File: src/rtl/mem_arb_pkg.sv
// mem_arb_pkg -- shared encodings for the memory arbiter.
//
// Holds the memory access size codes understood by memctrl, the owner
// encoding that records who is waiting for read data, and the lock-state
// encoding used when locked (SWP) sequencing is compiled in with the
// MEM_ARB_LOCK_EN macro.
package mem_arb_pkg;

    // Access size codes, shared with memctrl.
    localparam logic [1:0] MEM_B = 2'd0;
    localparam logic [1:0] MEM_H = 2'd1;
    localparam logic [1:0] MEM_W = 2'd2;

    // Owner of the transfer whose read data returns next cycle.
    localparam logic [1:0] OWN_NONE = 2'd0;
    localparam logic [1:0] OWN_IF   = 2'd1;
    localparam logic [1:0] OWN_DM   = 2'd2;

    // Lock sequencing states.
    localparam logic LOCK_IDLE   = 1'b0;
    localparam logic LOCK_LOCKED = 1'b1;

    // One memctrl request as seen on the memctrl side.
    typedef struct packed {
        logic        wr;
        logic        sign;
        logic [1:0]  size;
        logic [31:0] addr;
        logic [31:0] wdata;
    } mem_req_t;

endpackage

File: src/rtl/mem_arb_starve.sv
// mem_arb_starve -- instruction-fetch starvation counter.
//
// Counts consecutive enabled cycles in which fetch requests but is not
// granted, saturating at STARVE_MAX. The count clears on an enabled cycle
// with a fetch grant or with no fetch request. 'starved' tells the arbiter
// that fetch must win this cycle.
//
// Ports:
//   clk, rst_n   clock, asynchronous active-low reset
//   en           pipeline enable; the counter holds while en=0
//   if_vld       fetch request this cycle
//   if_gnt       fetch grant this cycle
//   starved      count has reached STARVE_MAX
module mem_arb_starve #(
    parameter int unsigned STARVE_MAX = 4
) (
    input  logic clk,
    input  logic rst_n,
    input  logic en,
    input  logic if_vld,
    input  logic if_gnt,
    output logic starved
);

    localparam logic [3:0] MAX_CNT = 4'(STARVE_MAX);

    logic [3:0] cnt_reg;
    logic [3:0] cnt_next;

    always_comb begin
        cnt_next = cnt_reg;
        if (if_vld && !if_gnt) begin
            if (cnt_reg != MAX_CNT) begin
                cnt_next = cnt_reg + 4'd1;
            end
        end else begin
            cnt_next = 4'd0;
        end
    end

    always_ff @(posedge clk or negedge rst_n) begin
        if (!rst_n) begin
            cnt_reg <= 4'd0;
        end else if (en) begin
            cnt_reg <= cnt_next;
        end
    end

    assign starved = (cnt_reg == MAX_CNT);

endmodule

File: src/rtl/mem_arb.sv
// mem_arb -- arbiter between instruction fetch and data memory for memctrl.
//
// Data has fixed priority over fetch, except that fetch is forced to win
// once it has been denied for STARVE_MAX consecutive enabled cycles. The
// grant is combinational; the winner's request is steered onto the
// memctrl-side ports. Read data comes back one enabled cycle later and is
// routed to whichever requester owned the read.
//
// Optional feature: define MEM_ARB_LOCK_EN to compile in locked (SWP)
// sequencing. A data grant with i_dm_lock=1 enters LOCKED, a data grant with
// i_dm_lock=0 returns to IDLE, and fetch is denied entirely while LOCKED.
// Without the macro i_dm_lock is ignored.
//
// Ports:
//   clk, rst_n, en      clock, async active-low reset, pipeline enable
//   i_if_*, o_if_*      fetch request, grant, read response
//   i_dm_*, o_dm_*      data request, grant, read response
//   o_memctrl_*         request towards memctrl
//   i_memctrl_rdata     read data from memctrl
module mem_arb
    import mem_arb_pkg::*;
#(
    parameter int unsigned STARVE_MAX = 4
) (
    input  logic        clk,
    input  logic        rst_n,
    input  logic        en,
    // fetch
    input  logic        i_if_vld,
    input  logic [31:0] i_if_addr,
    output logic        o_if_gnt,
    output logic        o_if_rvld,
    output logic [31:0] o_if_rdata,
    // data
    input  logic        i_dm_vld,
    input  logic        i_dm_wr,
    input  logic        i_dm_sign,
    input  logic [1:0]  i_dm_size,
    input  logic        i_dm_lock,
    input  logic [31:0] i_dm_addr,
    input  logic [31:0] i_dm_wdata,
    output logic        o_dm_gnt,
    output logic        o_dm_rvld,
    output logic [31:0] o_dm_rdata,
    // memctrl side
    output logic        o_memctrl_vld,
    output logic        o_memctrl_wr,
    output logic        o_memctrl_sign,
    output logic [1:0]  o_memctrl_size,
    output logic [31:0] o_memctrl_addr,
    output logic [31:0] o_memctrl_wdata,
    input  logic [31:0] i_memctrl_rdata
);

    logic       starved;
    logic       fetch_blocked;
    logic       if_win;
    logic [1:0] owner_reg;
    logic [1:0] owner_next;

`ifdef MEM_ARB_LOCK_EN
    logic lock_state_reg;
    logic lock_state_next;

    always_comb begin
        lock_state_next = lock_state_reg;
        if (o_dm_gnt) begin
            lock_state_next = i_dm_lock ? LOCK_LOCKED : LOCK_IDLE;
        end
    end

    always_ff @(posedge clk or negedge rst_n) begin
        if (!rst_n) begin
            lock_state_reg <= LOCK_IDLE;
        end else if (en) begin
            lock_state_reg <= lock_state_next;
        end
    end

    // Locked sequencing beats starvation: fetch stays out until unlock.
    assign fetch_blocked = (lock_state_reg == LOCK_LOCKED);
`else
    logic unused_lock;
    assign unused_lock   = i_dm_lock;
    assign fetch_blocked = 1'b0;
`endif

    // Fetch wins when forced by starvation or when data is not asking.
    assign if_win   = en & i_if_vld & ~fetch_blocked & (starved | ~i_dm_vld);
    assign o_if_gnt = if_win;
    assign o_dm_gnt = en & i_dm_vld & ~if_win;

    mem_arb_starve #(
        .STARVE_MAX (STARVE_MAX)
    ) u_starve (
        .clk     (clk),
        .rst_n   (rst_n),
        .en      (en),
        .if_vld  (i_if_vld),
        .if_gnt  (o_if_gnt),
        .starved (starved)
    );

    // Request steering onto memctrl.
    always_comb begin
        o_memctrl_vld   = o_if_gnt | o_dm_gnt;
        o_memctrl_wr    = 1'b0;
        o_memctrl_sign  = 1'b0;
        o_memctrl_size  = MEM_W;
        o_memctrl_addr  = 32'd0;
        o_memctrl_wdata = 32'd0;
        if (o_if_gnt) begin
            o_memctrl_addr = i_if_addr;
        end else if (o_dm_gnt) begin
            o_memctrl_wr    = i_dm_wr;
            o_memctrl_sign  = i_dm_sign;
            o_memctrl_size  = i_dm_size;
            o_memctrl_addr  = i_dm_addr;
            o_memctrl_wdata = i_dm_wdata;
        end
    end

    // Owner of next cycle's read data; writes produce no response.
    always_comb begin
        owner_next = owner_reg;
        if (en) begin
            if (o_if_gnt) begin
                owner_next = OWN_IF;
            end else if (o_dm_gnt && !i_dm_wr) begin
                owner_next = OWN_DM;
            end else begin
                owner_next = OWN_NONE;
            end
        end
    end

    always_ff @(posedge clk or negedge rst_n) begin
        if (!rst_n) begin
            owner_reg <= OWN_NONE;
        end else begin
            owner_reg <= owner_next;
        end
    end

    assign o_if_rvld  = (owner_reg == OWN_IF);
    assign o_dm_rvld  = (owner_reg == OWN_DM);
    assign o_if_rdata = o_if_rvld ? i_memctrl_rdata : 32'd0;
    assign o_dm_rdata = o_dm_rvld ? i_memctrl_rdata : 32'd0;

endmodule
File: config.mk
export PLATFORM = sky130hd
export DESIGN_NAME = mem_arb
export DESIGN_NICKNAME = d
export VERILOG_FILES = /design/src/rtl/mem_arb_pkg.sv /design/src/rtl/mem_arb_starve.sv /design/src/rtl/mem_arb.sv
export SDC_FILE = /design/constraint.sdc
export NUM_CORES = 1
export LEC_CHECK = 0
export CORE_AREA = 2 2 106 108
export CTS_CLUSTER_SIZE = 14
export DETAILED_ROUTE_END_ITERATION = 16
export DIE_AREA = 0 0 108 110
export SETUP_SLACK_MARGIN = 0.1
export SYNTH_ARGS = -nofsm -noshare
export SYNTH_HDL_FRONTEND = slang
export SYNTH_SLANG_ARGS = --single-unit
File: constraint.sdc
create_clock -name clk -period 2.5 [get_ports clk]
set_input_delay 0.5 -clock clk [delete_from_list [all_inputs] [get_ports clk]]
set_output_delay 0.5 -clock clk [all_outputs]
set_load 0.1 [all_outputs]
* Yosys cells after proc, flatten, opt, wreduce, memory -nomap -nowiden *
Index checks and enable logic that the tools add are counted.

cells by class
  add/sub/neg operators = 1
  multipliers = 0
  divide/modulo/power cells = 0
  magnitude comparators = 0
  equality and inequality tests = 5
  shifts and indexed selects = 0
  muxes and demuxes = 16
  bitwise gates (word level) = 8
  reductions and logical operators = 5

operators by type and width
  operator                                                               count
  32-bit 2-to-1 mux                                                      6
  2-bit 2-to-1 mux                                                       4
  4-bit 2-to-1 mux                                                       2
  4-bit by 1-bit adder with 4-bit output, second input constant          1
  1-bit AND                                                              4
  4-bit by 3-bit equality test with 1-bit output, second input constant  1
  1-bit 2-to-1 mux                                                       4
  4-bit by 3-bit != test with 1-bit output, second input constant        1
  2-bit by 1-bit equality test with 1-bit output, second input constant  1
  2-bit equality test, second input constant                             1
  1-bit logical AND                                                      2
  1-bit zero test                                                        2
  2-bit != test, second input constant                                   1
  1-bit NOT                                                              2
  1-bit bitwise OR                                                       2
  2-bit AND reduction                                                    1

word-level totals
  register bits = 6
  latch bits = 0
  memory bits (writable) = 0
  bits in read-only memories = 0
  memories kept = 0

* Logic depth before layout (Yosys ltp) *
Gate-level depths: netlist of the first run.

  depth after elaboration = 8
  mapped depth = 7

* Modules after synthesis *
A second synthesis of the first run with hierarchy kept.

second synthesis, totals
  cells, all modules = 272
  area total of the unflattened synthesis = 2,173.3 um^2

modules (own cells, without submodules)
  module          instances  cells an instance  area each (um^2)
  mem_arb         1          246                1,914.3
  mem_arb_starve  1          26                 259.0

* Least setup slack after synthesis of the first run *
Ideal clock, no wire load.

  kind = flip-flop to output port
  start = register owner_reg[1]
  end = output o_if_rdata[22]
  arrival time = 2,457 ps
  required time = 2,000 ps
  path slack = -457 ps
  cell stages (with the launch flop) = 4
  buffers on the path = 1
  cell sequence = dfrtp_1 -> nor2b_1 -> clkbuf_1 -> and2_1

on the way
  cells in the longest elaborated chain, start to end = 2

RTL lines
  element                                         RTL line        text
  start: declaration                              mem_arb.sv:58   logic [1:0] owner_reg;
  start signal: assignment                        mem_arb.sv:141  owner_reg <= owner_next;
  2-bit by 1-bit equality test with 1-bit output  mem_arb.sv:145  assign o_if_rvld = (owner_reg == OWN_IF);
  named net o_if_rvld                             mem_arb.sv:32   output logic o_if_rvld,
  32-bit 2-to-1 mux                               mem_arb.sv:147  assign o_if_rdata = o_if_rvld ? i_memctrl_rdata : 32'd0;
  end: declaration                                mem_arb.sv:33   output logic [31:0] o_if_rdata,

The timed path passes the listed nets, and every way through them passes these cells.

* Worst setup path after layout of the first run *
  start = register u_starve.cnt_reg[0]
  end = output o_memctrl_addr[16]

on the way
  cells in the longest elaborated chain, start to end = 7

RTL lines
  element                                           RTL line              text
  start: declaration                                mem_arb_starve.sv:27  logic [3:0] cnt_reg;
  start signal: assignment                          mem_arb_starve.sv:45  cnt_reg <= cnt_next;
  4-bit by 3-bit equality test with 1-bit output *  mem_arb_starve.sv:49  assign starved = (cnt_reg == MAX_CNT);
  1-bit bitwise OR *                                mem_arb.sv:89         assign if_win = en & i_if_vld & ~fetch_blocked & (starved | ~i_dm_vld);
  1-bit AND *                                       mem_arb.sv:89
  1-bit NOT                                         mem_arb.sv:91         assign o_dm_gnt = en & i_dm_vld & ~if_win;
  1-bit AND                                         mem_arb.sv:91
  32-bit 2-to-1 mux                                 mem_arb.sv:114        end else if (o_dm_gnt) begin
  32-bit 2-to-1 mux *                               mem_arb.sv:112        if (o_if_gnt) begin
  end: declaration                                  mem_arb.sv:50         output logic [31:0] o_memctrl_addr,

Every way passes the cells marked *; elsewhere a longest branch is shown, timed or not.

==> results of run 1 <==
==> kinds of logic after synthesis <==
kind of cell,Yosys count
AO/OA/AOI/OAI,39
multiplexers,1
AND/OR/NAND/NOR,114
adder cells (fa/ha/maj),2
flip-flops,6
buffers and inverters,24
==> placed cells by master (no fill, tap or decap), types with 2 or more instances in the layout <==
cell type        count
buf_12             139
clkdlybuf4s50_1    133
and2_1              54
and2_2              45
a22o_4              25
buf_4               19
a22o_2               7
dfrtp_1              6
inv_2                4
nand4_1              3
nand2_1              3
clkbuf_8             3
dlygate4sd2_1        3
nor2b_1              2
inv_1                2
nand3_1              2
o311ai_0             2
buf_16               2
clkbuf_16            2
buf_6                2
==> cell type report <==
class	count	area share [%]
Clock buffer	3	0.665
Tap cell	140	2.82
Multi-Input combinational cell	156	22.7
Sequential cell	6	2.42
Inverter	6	0.363
Timing Repair Buffer	300	71.0
==> worst reg2reg max path: cells and delay by family, from the launching register on <==
| family | cells | cell delay (ps) |
|---|---|---|
| adders and majority gates | 1 | 140 |
| and+or+nand+nor | 1 | 110 |
| buffers and inverters | 2 | 250 |
| AOI/OAI and AO/OA | 2 | 500 |
| DFF | 1 | 390 |
==> routing by layer <==
| layer | part of all wire, % | wire (µm) | vias up | global-route usage (%) |
|---|---|---|---|---|
| li1 | - | - | 1202 | - |
| met1 | 34 | 3480 | 1098 | 15.1 |
| met2 | 55 | 5630 | 162 | 30.5 |
| met3 | 11 | 1180 | 4 | 4.94 |
| met4 | 0.33 | 34 | 0 | 1.65 |
| met5 | 0 | 0 | - | 0 |
==> worst paths after layout <==
check	start	to	cells after the start
min in group asynchronous	rst_n	u_starve.cnt_reg[3]$_DFFE_PN0P_	1
min reg2reg	owner_reg[0]$_DFFE_PN0P_	owner_reg[0]$_DFFE_PN0P_	1
min	owner_reg[0]$_DFFE_PN0P_	owner_reg[0]$_DFFE_PN0P_	1
max reg2reg	u_starve.cnt_reg[0]$_DFFE_PN0P_	owner_reg[1]$_DFFE_PN0P_	6
max	u_starve.cnt_reg[0]$_DFFE_PN0P_	o_memctrl_addr[16]	8
max in group asynchronous	rst_n	u_starve.cnt_reg[2]$_DFFE_PN0P_	1
==> power groups by stage <==
| stage | Sequential (mW) | Clock [mW] | Combinational (mW) |
|---|---|---|---|
| after floorplan | 0.107 | 0 | 1.01 |
| after detailed placement | 0.108 | 0 | 1.80 |
| after global placement | 0.108 | 0 | 1.79 |
| final | 0.107 | 0.143 | 1.86 |
| after CTS | 0.107 | 0.145 | 1.83 |
| after global routing | 0.108 | 0.150 | 1.91 |
==> cell usage after synthesis <==
master and instances:
ha_1 2, clkbuf_1 8, a21o_2 1, nand3_1 2, mux2i_1 1, nand4_1 3, a22o_2 8, dfrtp_1 6
buf_2 5, o311ai_0 2, nor2b_1 2, o211a_1 1, inv_1 5, o22ai_1 1, a22o_1 25, and2_1 100
nor2_1 2, nand2_1 3, nand2b_1 1, buf_6 5, inv_2 1, a211oi_4 1, nand3b_4 1
==> metrics by stage <==
stage          hold WS, ps  utilization (%)
6_report               507             58.0
5_1_grt                543             58.0
4_1_cts                513             56.1
3_5_place_dp           503             54.4
3_3_place_gp           492             54.4
2_1_floorplan          204                -
==> repair_timing <==
| item | in CTS | in global routing |
|---|---|---|
| cloned | 2 | 2 |
| setup buffers | 8 | 1 |
| resized for setup | 14 | 20 |
| endpoints found under the setup margin | 68 | 33 |
| pin swaps | 3 | 19 |
==> qor.txt, run 1 <==
RSZ-0062 raised after global routing: yes
Combinational Power Share: 88.1%
Final hold violation count: 0
Final setup vio count: 0
Power per cell area: 339 nW/µm²
# hold bufs at CTS: 0
Post-synthesis compound-gate area fraction: 26.0%
Initial antenna violation count: 0
R2R Setup Slk: 1010 ps
Crit path required time: 2000 ps
# diodes: 0
CP arrival: 1900 ps
Clk root buf: clkbuf_8
Routed WL: 10,300 µm
Place WS: -26.4 ps
Psw: 1.15 mW
DR DRC count: 0
Multi-input gate area: 1410 µm²
Fillers: 869
Post-DP Area: 5810 µm²
Status: finished, final reports clean
Synth area leaders: and2_1 (45%), a22o_1 (16%), dfrtp_1 (11%), a22o_2 (5.8%), buf_6 (4.0%)
Design area: 6210 µm²
FMAX: 417 MHz
CP Class: reg -> out
Unique masters post-synth: 23
Flip-flop count of the largest register after layout: 4
Clock transition at path regs: 40 ps
Routability cong.: 0.790
Syn_nets: 326
Final count of pins violating max slew: 0
Syn Area/Cell: 7.49 µm²
TritonCTS Buffers: 3
Endpoint class of the critical path: output port
Post-Synth Simple-Gate Area: 51.1%
Final Non-Filler Cells: 611
Die Width: 108 µm
Largest family of logic cells by synthesized area: simple AND/OR/NAND/NOR gates
Reg area: 150 µm²
Vias/cell: 4.04
CORE AREA: 10,700 µm²
CP startpoint kind: register
Least-Margin Pin Slew: 292 ps
Final worst path period share: 96.0%
Clk buf depth: 2
Remaining Overflow, GRT: 0
Int Power: 962 µW
Area delta synth->final: 346%
Buffers & Inverters on Critical Path: 4
NumNets Final: 613
Clk_skew: 3.74 ps
CP Cell Sequence: inv_2 > ha_4 > nand3b_4 > a211oi_4 > buf_6 > clkbuf_16 > a22o_2 > buf_12
H-tree Lvls: 1
Post-Synth XOR/XNOR Area: 0%
CTS tree: built
Post-Synthesis Cells: 186
Slowest cell on crit path: dfrtp_1
Ports: 275
Clock Latency Late Sink: 220 ps
Largest delay share family, worst path: buffers and inverters
Sink Count: 6
Fraction of layout cells with a size suffix above 1: 54.4%
Post-route worst setup slack: 99.1 ps
Die H: 110 µm
Switch share: 54.3%
Seq pwr share: 5.1%
Period minus WS final: 2400 ps
Yosys warns: 0
ANT nets after route: 0
Post-synthesis adder-cell area fraction: 1.80%
Initial core utilization: 13.0%
Pin count of the biggest net entering global routing: 34
DR WL/cell: 16.9 µm
VDD IR max: 0.161 mV
Detailed Route Iter0 Violations: 50
FF+latch count, synth: 6
Final TNS setup: 0 ps
Vias in the first global route: 2,449
DRT Pass-1 Iters: 4
Register area share after synthesis: 10.8%
First-pass GRT wire length: 13,700 µm
Detailed Place HPWL: 8570 µm
Leading area contributor after synthesis: and2_1
Clock power frac: 6.8%
Via Count: 2,466
Crit Path Max Fanout: 8
Max-slew headroom: 80.5%
Hold Path Class: reg -> reg
Die area: 11,900 µm²
Mapped cell area: 1390 µm²
Static leakage power: 2.64 nW
Largest stage delay on the critical path: 390 ps
# rows: 38
Placed insts: 595
Port buffer count: 273
Total GRT Usage: 15.0%
Post-synth top area share: 44.9%
Power, Total: 2.11 mW
Max_cap viols: 0
Portion of netlist area occupied by mux cells: 0.719%
Power figures use the tool's default switching activity.
==> run 2: changes to the inputs <==
CORE_AREA = 4 4 105 107   (was 2 2 106 108)
DIE_AREA = 0 0 109 111   (was 0 0 108 110)
==> qor.txt, run 2 (synthesis gave the netlist of run 1 again) <==
Sink Count: 6
Final count of pins violating max slew: 0
Clk buf depth: 2
Final setup vio count: 0
Area delta synth->final: 339%
Clock transition at path regs: 40 ps
Fraction of layout cells with a size suffix above 1: 54.1%
DR DRC count: 0
Most frequent cells in the layout: buf_12 (140), clkdlybuf4s50_1 (133), and2_1 (54), and2_2 (45), a22o_2 (17)
Hold depth: 1
Routed WL: 10,700 µm
Slowest cell on crit path: dfrtp_1
Most common cell after layout, fill and taps aside: buf_12
Detailed Route Iter0 Violations: 45
Final worst path period share: 97.3%
Crit path required time: 2000 ps
CORE AREA: 10,100 µm²
CP arrival: 1930 ps
NumNets Final: 610
ANT nets after route: 0
DRT Pass-1 Iters: 4
Period minus WS final: 2430 ps
# rows: 37
CP Depth: 8
# hold bufs at CTS: 0
Status: finished, final reports clean
CP Cell Sequence: inv_2 > ha_4 > nand3b_4 > a211oi_4 > buf_6 > clkbuf_16 > a22o_2 > buf_12
Initial antenna violation count: 0
Die H: 111 µm
Least-Margin Pin Slew: 354 ps
Vias/cell: 4.25
Endpoint class of the critical path: output port
CP startpoint kind: register
Clock Latency Late Sink: 220 ps
Total GRT Usage: 15.6%
# diodes: 0
RSZ-0062 raised after global routing: yes
Max-slew headroom: 76.1%
Ports: 275
Final TNS setup: 0 ps
H-tree Lvls: 1
Clk root buf: clkbuf_8
Port buffer count: 273
Remaining Overflow, GRT: 0
Buffers & Inverters on Critical Path: 4
Pin count of the biggest net entering global routing: 34
FMAX: 411 MHz
Vias in the first global route: 2,695
Crit Path Max Fanout: 8
Static leakage power: 2.58 nW
Largest stage delay on the critical path: 390 ps
Flip-flop count of the largest register after layout: 4
DR WL/cell: 17.7 µm
Power, Total: 2.10 mW
Detailed Place HPWL: 8670 µm
Die Width: 109 µm
Largest delay share family, worst path: buffers and inverters
First-pass GRT wire length: 14,700 µm
Routability cong.: 0.875
CP Class: reg -> out
Via Count: 2,567
TritonCTS Buffers: 3
Cell depth of the worst flop-to-flop path: 8
Final hold violation count: 0
Place WS: -1.94 ps
Post-route worst setup slack: 68.1 ps
Initial core utilization: 13.7%
Clk_skew: 0.401 ps
VDD IR max: 0.151 mV
Power per cell area: 343 nW/µm²
Hold Path Class: reg -> reg
Max_cap viols: 0
CTS tree: built
Die area: 12,100 µm²
[run 2: timing repair]
action / 4_1_cts / 5_1_grt
gates resized for setup: 12 / 12
cloned: 2 / 2
endpoints found under the setup margin: 67 / 39
setup buffers: 7 / 4
pin swaps: 3 / 11
[run 2: worst paths after layout]
kind | from | to | slack, ps
max | u_starve.cnt_reg[1]$_DFFE_PN0P_ | o_memctrl_addr[8] | 70
min | owner_reg[0]$_DFFE_PN0P_ | owner_reg[0]$_DFFE_PN0P_ | 510
max reg2reg | u_starve.cnt_reg[1]$_DFFE_PN0P_ | owner_reg[0]$_DFFE_PN0P_ | 890
min reg2reg | owner_reg[0]$_DFFE_PN0P_ | owner_reg[0]$_DFFE_PN0P_ | 510
max in group asynchronous | rst_n | owner_reg[0]$_DFFE_PN0P_ | 1760
min in group asynchronous | rst_n | u_starve.cnt_reg[0]$_DFFE_PN0P_ | 520
[run 2: final cells by class]
class                           count  area, µm²
Inverter                            6       22.5
Fill cell                         788       4020
Tap cell                          136        170
Clock buffer                        3       41.3
Sequential cell                     6        150
Timing Repair Buffer              297       4400
Multi-Input combinational cell    156       1340
[run 2: power by group]
group / internal [mW] / switching (mW) / total, mW
combinational: 0.750 / 1.10 / 1.85
sequential: 0.103 / 0.00402 / 0.107
clock: 0.103 / 0.0418 / 0.145
total: 0.956 / 1.14 / 2.10
[run 2: worst reg2reg max path: stages (launching register included)]
cell,delay (ps)
dfrtp_1,390
inv_2,90
ha_4,150
nand3b_4,110
a211oi_4,280
buf_6,180
clkbuf_16,170
buf_4,110
a21o_2,80
[run 2: through the flow]
step / hold WS (ps) / instances / util (%) / instance area, µm²
final: 510 / 604 / 60.4 / 6120
after CTS: 513 / 598 / 58.7 / 5950
after global routing: 526 / 604 / 60.4 / 6120
after detailed placement: 506 / 586 / 57.1 / 5780
after floorplan: 204 / 186 / - / 1520
after global placement: 489 / 586 / 57.1 / 5780
[run 2: layer usage]
layer / share of wire [%] / GRT usage [%] / vias up
li1: - / - / 1196
met1: 31 / 14.8 / 1171
met2: 54 / 31.3 / 190
met3: 13 / 5.42 / 10
met4: 1.5 / 2.53 / 0
met5: 0 / 0 / -
==> run 3: changes to the inputs <==
REMOVE_ABC_BUFFERS = 1   (was default)
==> qor.txt, run 3 (synthesis gave the netlist of run 1 again) <==
Status: finished, final reports clean
FMAX: 408 MHz
Most common cell after layout, fill and taps aside: buf_12
Static leakage power: 2.79 nW
Psw: 1.17 mW
Final count of pins violating max slew: 0
H-tree Lvls: 1
Die area: 12,100 µm²
Power, Total: 2.19 mW
TritonCTS Buffers: 3
Pin count of the biggest net entering global routing: 34
Power per cell area: 336 nW/µm²
Flip-flop count of the largest register after layout: 4
Most frequent cells in the layout: buf_12 (141), clkdlybuf4s50_1 (133), and2_1 (66), and2_4 (34), a22o_4 (28)
Final hold violation count: 0
DRT Pass-1 Iters: 4
Vias in the first global route: 2,713
Fraction of layout cells with a size suffix above 1: 52.1%
Area delta synth->final: 367%
CORE AREA: 10,100 µm²
Routability cong.: 0.791
Max_cap viols: 0
Clk buf depth: 2
Die Width: 109 µm
Period minus WS final: 2450 ps
Routed WL: 11,900 µm
Remaining Overflow, GRT: 0
Initial core utilization: 13.7%
# hold bufs at CTS: 0
Combinational Power Share: 88.5%
Final setup vio count: 0
Die H: 111 µm
Final worst path period share: 98.0%
NumNets Final: 626
Max-slew headroom: 78.0%
CTS tree: built
Ports: 275
Sink Count: 6
DR DRC count: 0
# rows: 37
ANT nets after route: 0
Detailed Place HPWL: 9400 µm
CP arrival: 1950 ps
Via Count: 2,587
Clk root buf: clkbuf_8
Crit path required time: 2000 ps
Initial antenna violation count: 0
Detailed Route Iter0 Violations: 88
Clock power frac: 6.6%
Hold Path Class: reg -> reg
Total GRT Usage: 17.4%
Switch share: 53.6%
Endpoint class of the critical path: output port
Least-Margin Pin Slew: 326 ps
Vias/cell: 4.17
Place WS: -86.5 ps
VDD IR max: 0.170 mV
CP Class: reg -> out
First-pass GRT wire length: 16,100 µm
Clock transition at path regs: 40 ps
Int Power: 1.01 mW
Clk_skew: 1.29 ps
Port buffer count: 273
Seq pwr share: 4.9%
CP startpoint kind: register
Crit Path Max Fanout: 15
Clock Latency Late Sink: 220 ps
RSZ-0062 raised after global routing: yes
Post-route worst setup slack: 48.9 ps
# diodes: 0
DR WL/cell: 19.2 µm
-- run 3: routing by layer --
metal	GRT usage, %	vias up	wire, µm
met4	4.71	0	197
met2	34.5	185	6650
met5	0	-	0
li1	-	1237	-
met1	16.1	1155	3570
met3	6.41	10	1500
-- run 3: path summary, 6_finish.rpt --
kind | start | cells past startpoint | slack [ps] | end
worst max-delay path | u_starve.cnt_reg[1]$_DFFE_PN0P_ | 7 | 50 | o_memctrl_addr[25]
max in group asynchronous | rst_n | 1 | 1750 | u_starve.cnt_reg[3]$_DFFE_PN0P_
worst min-delay path | owner_reg[0]$_DFFE_PN0P_ | 1 | 520 | owner_reg[0]$_DFFE_PN0P_
worst max register to register | u_starve.cnt_reg[1]$_DFFE_PN0P_ | 7 | 890 | owner_reg[1]$_DFFE_PN0P_
min in group asynchronous | rst_n | 1 | 530 | u_starve.cnt_reg[0]$_DFFE_PN0P_
worst min register to register | owner_reg[0]$_DFFE_PN0P_ | 1 | 520 | owner_reg[0]$_DFFE_PN0P_
-- run 3: critical path, cell delays in order, from the launching register on --
cell and delay (ps):
dfrtp_1 390, inv_2 90, ha_4 140, nand3b_4 100, o211a_4 290, bufbuf_16 300
a22o_4 240, buf_12 160
-- run 3: cell type report --
type	instances	area, µm²
Inverter	6	22.5
Fill cell	767	3630
Timing Repair Buffer	313	4670
Tap cell	136	170
Multi-Input combinational cell	156	1450
Sequential cell	6	150
Clock buffer	3	41.3
-- run 3: per-stage QoR --
step	std cells	setup TNS, ps	area, µm²	hold slack, ps	util (%)
4_1_cts	614	0	6160	520	60.7
6_report	620	0	6510	515	64.2
2_1_floorplan	168	-163250	1280	204	-
3_3_place_gp	598	-1620	5760	492	56.8
5_1_grt	620	-249	6510	537	64.2
3_5_place_dp	598	-1750	5760	512	56.8
-- run 3: power groups by stage --
stage | registers (mW) | logic, mW | clock network [mW]
floorplan | 0.107 | 0.970 | 0
global placement | 0.108 | 1.79 | 0
detailed placement | 0.108 | 1.80 | 0
CTS | 0.107 | 1.87 | 0.152
global route | 0.107 | 1.99 | 0.158
finish | 0.107 | 1.93 | 0.144
-- run 3: repair_timing --
item                       4_1_cts  5_1_grt
buffers inserted                 9        2
setup endpoints to repair       63       68
gates cloned                     4        4
pin swaps                       11       28
gates resized for setup         33       60
